$ cat config.mk
export PLATFORM = sky130hd
export DESIGN_NAME = pipe_pal_ingress_flat
export DESIGN_NICKNAME = d
export VERILOG_FILES = /design/src/rtl/pipe_pal_ingress_pkg.sv /design/src/rtl/pipe_pal_ingress_if.sv /design/src/rtl/pipe_pal_ingress_ram.sv /design/src/rtl/pipe_pal_ingress.sv /design/src/flat_wrapper.sv
export SDC_FILE = /design/constraint.sdc
export NUM_CORES = 1
export LEC_CHECK = 0
export CAP_MARGIN = 15
export CORE_MARGIN = 1
export CORE_UTILIZATION = 52
export DETAILED_ROUTE_END_ITERATION = 16
export PLACE_DENSITY = 0.86
export SLEW_MARGIN = 15
export SYNTH_ARGS = -nofsm -noshare
export SYNTH_HDL_FRONTEND = slang
export SYNTH_SLANG_ARGS = --single-unit
$ cat constraint.sdc
create_clock -name i_clk -period 3.9 [get_ports i_clk]
set_input_delay 0.78 -clock i_clk [delete_from_list [all_inputs] [get_ports i_clk]]
set_output_delay 0.78 -clock i_clk [all_outputs]
set_load 0.05 [all_outputs]
$ cat src/rtl/pipe_pal_ingress_pkg.sv
// pipe_pal_ingress_pkg: shared widths and helpers for the pipe_pal ingress path.
// Imported by the stream interface, the storage array and the ingress top.
package pipe_pal_ingress_pkg;

    localparam int W_DATA_DEF = 32;
    localparam int DEPTH_DEF  = 8;

    function automatic int clog2(input int v);
        int r;
        r = 0;
        while ((1 << r) < v) begin
            r = r + 1;
        end
        return r;
    endfunction

    // Width of the occupancy count that pipe_pal also consumes.
    localparam int LVL_W = clog2(DEPTH_DEF + 1);

endpackage

$ cat src/rtl/pipe_pal_ingress_if.sv
// pipe_pal_ingress_if: valid/ready/data word stream.
// The master drives valid/data, the slave drives ready.
interface pipe_pal_ingress_if
    import pipe_pal_ingress_pkg::*;
#(
    parameter int W_DATA = W_DATA_DEF
);
    logic              valid;
    logic              ready;
    logic [W_DATA-1:0] data;

    modport master (
        output valid,
        output data,
        input  ready
    );

    modport slave (
        input  valid,
        input  data,
        output ready
    );
endinterface

$ cat src/rtl/pipe_pal_ingress_ram.sv
// pipe_pal_ingress_ram: DEPTH x W_DATA storage, one write port and one
// asynchronous read port. The array itself is never reset.
module pipe_pal_ingress_ram
    import pipe_pal_ingress_pkg::*;
#(
    parameter int W_DATA = W_DATA_DEF,
    parameter int DEPTH  = DEPTH_DEF,
    parameter int PW     = 3
) (
    input  logic              i_clk,
    input  logic              i_we,
    input  logic [PW-1:0]     i_waddr,
    input  logic [W_DATA-1:0] i_wdata,
    input  logic [PW-1:0]     i_raddr,
    output logic [W_DATA-1:0] o_rdata
);
    logic [W_DATA-1:0] r_mem [DEPTH];

    // Write the accepted word into its slot.
    always_ff @(posedge i_clk) begin
        if (i_we) begin
            r_mem[i_waddr] <= i_wdata;
        end
    end

    assign o_rdata = r_mem[i_raddr];
endmodule

$ cat src/rtl/pipe_pal_ingress.sv
// pipe_pal_ingress: elastic FWFT buffer in front of pipe_pal.
// All handshake outputs come from flops, so producer and consumer never chain.
module pipe_pal_ingress
    import pipe_pal_ingress_pkg::*;
#(
    parameter int W_DATA   = W_DATA_DEF,
    parameter int DEPTH    = DEPTH_DEF,
    parameter int AF_LEVEL = 6
) (
    input  logic                      i_clk,
    input  logic                      i_rst,
    input  logic                      i_flush,
    pipe_pal_ingress_if.slave         s,
    pipe_pal_ingress_if.master        m,
    output logic [clog2(DEPTH+1)-1:0] o_level,
    output logic                      o_almost_full
);
    localparam int LW = clog2(DEPTH + 1);
    localparam int PW = (clog2(DEPTH) < 1) ? 1 : clog2(DEPTH);

    localparam logic [LW-1:0] L_DEPTH = LW'(DEPTH);
    localparam logic [LW-1:0] L_AF    = LW'(AF_LEVEL);
    localparam logic [LW-1:0] L_ONE   = LW'(1);
    localparam logic [PW-1:0] P_LAST  = PW'(DEPTH - 1);
    localparam logic [PW-1:0] P_ONE   = PW'(1);

    logic [PW-1:0]     r_wr_ptr;
    logic [PW-1:0]     r_rd_ptr;
    logic [LW-1:0]     r_level;
    logic              r_s_ready;
    logic              r_m_valid;
    logic              r_af;

    logic              w_push;
    logic              w_pop;
    logic [LW-1:0]     w_level_nxt;
    logic [W_DATA-1:0] w_rd_data;

    assign w_push = s.valid & r_s_ready;
    assign w_pop  = r_m_valid & m.ready;

    // Occupancy after this edge's transfers (flush handled in the flop block).
    always_comb begin
        w_level_nxt = r_level;
        unique case ({w_push, w_pop})
            2'b10:   w_level_nxt = r_level + L_ONE;
            2'b01:   w_level_nxt = r_level - L_ONE;
            default: w_level_nxt = r_level;
        endcase
    end

    // Pointers, level and the registered flags; reset beats flush beats transfers.
    always_ff @(posedge i_clk or posedge i_rst) begin
        if (i_rst) begin
            r_wr_ptr  <= '0;
            r_rd_ptr  <= '0;
            r_level   <= '0;
            r_s_ready <= 1'b1;
            r_m_valid <= 1'b0;
            r_af      <= 1'b0;
        end else if (i_flush) begin
            r_wr_ptr  <= '0;
            r_rd_ptr  <= '0;
            r_level   <= '0;
            r_s_ready <= 1'b1;
            r_m_valid <= 1'b0;
            r_af      <= 1'b0;
        end else begin
            if (w_push) begin
                r_wr_ptr <= (r_wr_ptr == P_LAST) ? '0 : r_wr_ptr + P_ONE;
            end
            if (w_pop) begin
                r_rd_ptr <= (r_rd_ptr == P_LAST) ? '0 : r_rd_ptr + P_ONE;
            end
            r_level   <= w_level_nxt;
            r_s_ready <= (w_level_nxt < L_DEPTH);
            r_m_valid <= (w_level_nxt != '0);
            r_af      <= (w_level_nxt >= L_AF);
        end
    end

    pipe_pal_ingress_ram #(
        .W_DATA (W_DATA),
        .DEPTH  (DEPTH),
        .PW     (PW)
    ) u_ram (
        .i_clk   (i_clk),
        .i_we    (w_push & ~i_flush),
        .i_waddr (r_wr_ptr),
        .i_wdata (s.data),
        .i_raddr (r_rd_ptr),
        .o_rdata (w_rd_data)
    );

    assign s.ready       = r_s_ready;
    assign m.valid       = r_m_valid;
    assign m.data        = w_rd_data;
    assign o_level       = r_level;
    assign o_almost_full = r_af;
endmodule

$ cat src/flat_wrapper.sv
// flat-port wrapper written by rule: the top's interface ports become plain ports
module pipe_pal_ingress_flat import pipe_pal_ingress_pkg::*;
#(
    parameter int W_DATA   = W_DATA_DEF,
    parameter int DEPTH    = DEPTH_DEF,
    parameter int AF_LEVEL = 6
)
  (i_clk, i_rst, i_flush, o_level, o_almost_full, s_valid, s_data, s_ready, m_valid, m_data, m_ready);
  pipe_pal_ingress_if #(.W_DATA(W_DATA)) s_i ();
  pipe_pal_ingress_if #(.W_DATA(W_DATA)) m_i ();
  input  logic i_clk;
  input  logic i_rst;
  input  logic i_flush;
  output logic [clog2(DEPTH+1)-1:0] o_level;
  output logic o_almost_full;
  input wire logic [$bits(s_i.valid)-1:0] s_valid;
  input wire logic [$bits(s_i.data)-1:0] s_data;
  output wire logic [$bits(s_i.ready)-1:0] s_ready;
  output wire logic [$bits(m_i.valid)-1:0] m_valid;
  output wire logic [$bits(m_i.data)-1:0] m_data;
  input wire logic [$bits(m_i.ready)-1:0] m_ready;
  assign s_i.valid = s_valid;
  assign s_i.data = s_data;
  assign s_ready = s_i.ready;
  assign m_valid = m_i.valid;
  assign m_data = m_i.data;
  assign m_i.ready = m_ready;
  pipe_pal_ingress #(.W_DATA(W_DATA), .DEPTH(DEPTH), .AF_LEVEL(AF_LEVEL)) u_core (.i_clk(i_clk), .i_rst(i_rst), .i_flush(i_flush), .s(s_i), .m(m_i), .o_level(o_level), .o_almost_full(o_almost_full));
endmodule
==> impl_metrics.yaml <==
outcome:
  status: "finished, final reports clean"
timing:
  finalHoldViolCount: 0
  tightest_slew_ns: 0.970
  fin_worst_skew_ns: 0.0207
  rsz0062_at_grt: "no"
  final.period_utilization_pct: 96.3
  relSlewSlack_pct: 35.3
  max_freq_mhz: 266
  tns_ns: 0
  fin_crit_ns: 3.75
  whs_ns: 0.585
  slew_violations: 0
  final-setup-viol-count: 0
synthesis:
  yosysSeqAreaShare_pct: 77.3
  synth.area.top_cells: "edfxtp_1, mux4_2, mux2_2, dfrtp_1, ha_1"
  yosysTopAreaCell: "edfxtp_1"
  synth_cell_type_count: 36
  syn_nets: 500
  synthCells: 457
  synth_area_sq_um: 10400
  ys.flop_type: "edfxtp_1"
  async_reset_ff_share_pct: 4.83
  yosys_register_bits: 269
  synth.avg_cell_area_sq_um: 22.7
  ys_warn_count: 0
  synth_top_cell_area_share_pct: 74.1
  synth-edff-count: 256
clock_network:
  h-tree-depth: 1
  cts_resized: 0
  cts_setup_buffers: 0
  cts.path.max_buffers: 3
  clk_latency_ns: 0.52
  cts_made_buffers: 26
  clk_pin_slew_ns: 0.07
  ctsHoldBuffers: 0
  cts_tree: "done"
  root_buffer: "clkbuf_16"
  clock_sinks: 269
setup_path:
  reg2reg_depth: 6
  reg2reg_to: "u_core.u_ram.r_mem[7][18]$_DFFE_PP_"
  worstReg2RegStart: "u_core.s.ready$_DFF_PP1_"
  cp-start-kind: "register"
  cp.arrival_ns: 2.97
  worstPathRequired_ns: 3.12
  timing.setup.critical_path_class: "register to primary output"
  path_max_fanout: 20
  worstSetupEndpointType: "primary output"
  rrSetupSlack_ns: 1.28
floorplan:
  ios: 76
  std_cell_rows: 51
  start_util_pct: 53.1
  die-width_microns: 143
  core_sq_um: 19500
  dieHeight_microns: 143
  dieArea_sq_um: 20500
power:
  power.leakage_uw: 0.00397
  p_per_area_nw_per_um2: 555
  ir_drop_mv: 0.413
cells_and_area:
  finalNetCount: 601
  area_growth_pct: 20.0
  post-route-util_pct: 63.8
  diodes: 0
  drive_gt1_share_pct: 28.8
drt:
  post-route-drc-count: 0
  drtPass1Iterations: 5
  detail_route.wl_per_cell_microns: 23.6
  vias_per_cell: 5.85
  drt-initial-drc-count: 486
  drtAntennaViolNets: 0
  drt-total-wl_mm: 19.9
  vias: 4928
global_routing:
  grt_max_degree: 43
  track_usage_pct: 20.4
  grt_pass1_vias: 5255
  grt_first_pass_wirelength_mm: 30.4
  antenna_found_initial: 2
  grt-ovfl-total: 0
place:
  gp_congestion: 0.747
  port_buffers: 75
  dpl.hpwl_mm: 11.4
hold_path:
  hold_class: "input pin to asynchronous set/reset pin"
job:
  drv_cap: 0
-- critical path, stage by stage (launching register included) --
cell,delay (ns)
dfrtp_4,0.65
buf_12,0.25
mux4_2,0.53
mux2_2,0.30
clkdlybuf4s50_1,0.72
-- power by group --
group / switching (uW) / internal (uW) / total, uW
registers: 77.5 / 3250 / 3330
logic: 669 / 511 / 1180
clock network: 999 / 1400 / 2400
total: 1750 / 5160 / 6900
-- state kept, by name, indices dropped and copies added, names as in the netlist --
register              cells
u_core.r_rd_ptr           3
u_core.m.valid            1
u_core.u_ram.r_mem      256
u_core.o_level            4
u_core.r_wr_ptr           3
u_core.o_almost_full      1
u_core.s.ready            1
-- synthesized netlist by cell type, types with 2 or more instances --
cell	n
edfxtp_1	256
mux4_2	64
mux2_2	32
nor2_1	16
dfrtp_1	12
clkbuf_1	11
nand2_1	9
a21oi_1	6
ha_1	6
nor3_1	5
buf_2	4
xnor2_1	4
buf_4	3
buf_6	3
inv_1	3
nand2b_1	2
nor3b_1	2
-- cell families (layout without fill, tap and decap cells) --
| group | Yosys count | after routing | share of synthesized area, % |
|---|---|---|---|
| fa+ha+maj | 6 | 6 | 0.724 |
| mux | 97 | 97 | 17.5 |
| xor+xnor | 5 | 5 | 0.422 |
| simple gates | 40 | 40 | 1.77 |
| compound gates | 14 | 14 | 1.03 |
| buf+inv | 26 | 146 | 1.33 |
| flops | 269 | 269 | 77.3 |
-- how the worst max path moves through the flow --
stage / start / end / slack (ns) / cells past startpoint
detailed placement: u_core.r_rd_ptr[0]$_DFFE_PP0P_ / m_data[25] / 0.58 / 4
floorplan: s_valid / u_core.u_ram.r_mem[6][0]$_DFFE_PP_ / 0.60 / 5
global placement: u_core.r_rd_ptr[0]$_DFFE_PP0P_ / m_data[30] / 0.62 / 4
global route: u_core.r_rd_ptr[0]$_DFFE_PP0P_ / m_data[24] / 0.04 / 4
finish: u_core.r_rd_ptr[0]$_DFFE_PP0P_ / m_data[31] / 0.15 / 4
CTS: u_core.r_rd_ptr[0]$_DFFE_PP0P_ / m_data[30] / 0.02 / 4
-- cell usage in the layout (no fill, tap or decap), drive strengths merged, types with 2 or more instances in the layout --
cell type,instances
edfxtp,256
clkdlybuf4s50,68
mux4,64
clkbuf,34
mux2,32
buf,20
nor2,16
dfrtp,12
nand2,9
clkinv,8
dlymetal6s2s,7
a21oi,6
ha,6
nor3,5
xnor2,4
clkinvlp,4
inv,3
nor3b,2
nand2b,2
bufinv,2
or2,2
-- metal layers --
| metal | global-route usage, % | part of all wire (%) |
|---|---|---|
| met2 | 35.1 | 52 |
| met1 | 26.9 | 40 |
| met4 | 5.94 | 2.2 |
| met5 | 0 | 0.14 |
| met3 | 3.55 | 5.7 |
-- final cells by class --
| cell class | count | area, sq um |
|---|---|---|
| clock buffer | 34 | 702 |
| clock inverter | 13 | 121 |
| fill | 1283 | 7080 |
| inverter | 4 | 16.3 |
| multi-input combinational | 162 | 2290 |
| sequential | 269 | 8020 |
| tap | 265 | 332 |
| timing repair buffer | 95 | 968 |
-- through the flow --
step	power, uW	instances	cell area, sq um	setup WS [ns]
5_1_grt	7140	842	12400	0.0445
3_3_place_gp	4530	795	11600	0.620
3_5_place_dp	4580	795	11600	0.578
2_1_floorplan	4200	457	10400	0.604
6_report	6900	842	12400	0.145
4_1_cts	6970	842	12400	0.0204
Note: power is estimated with default switching activity, not from simulation.
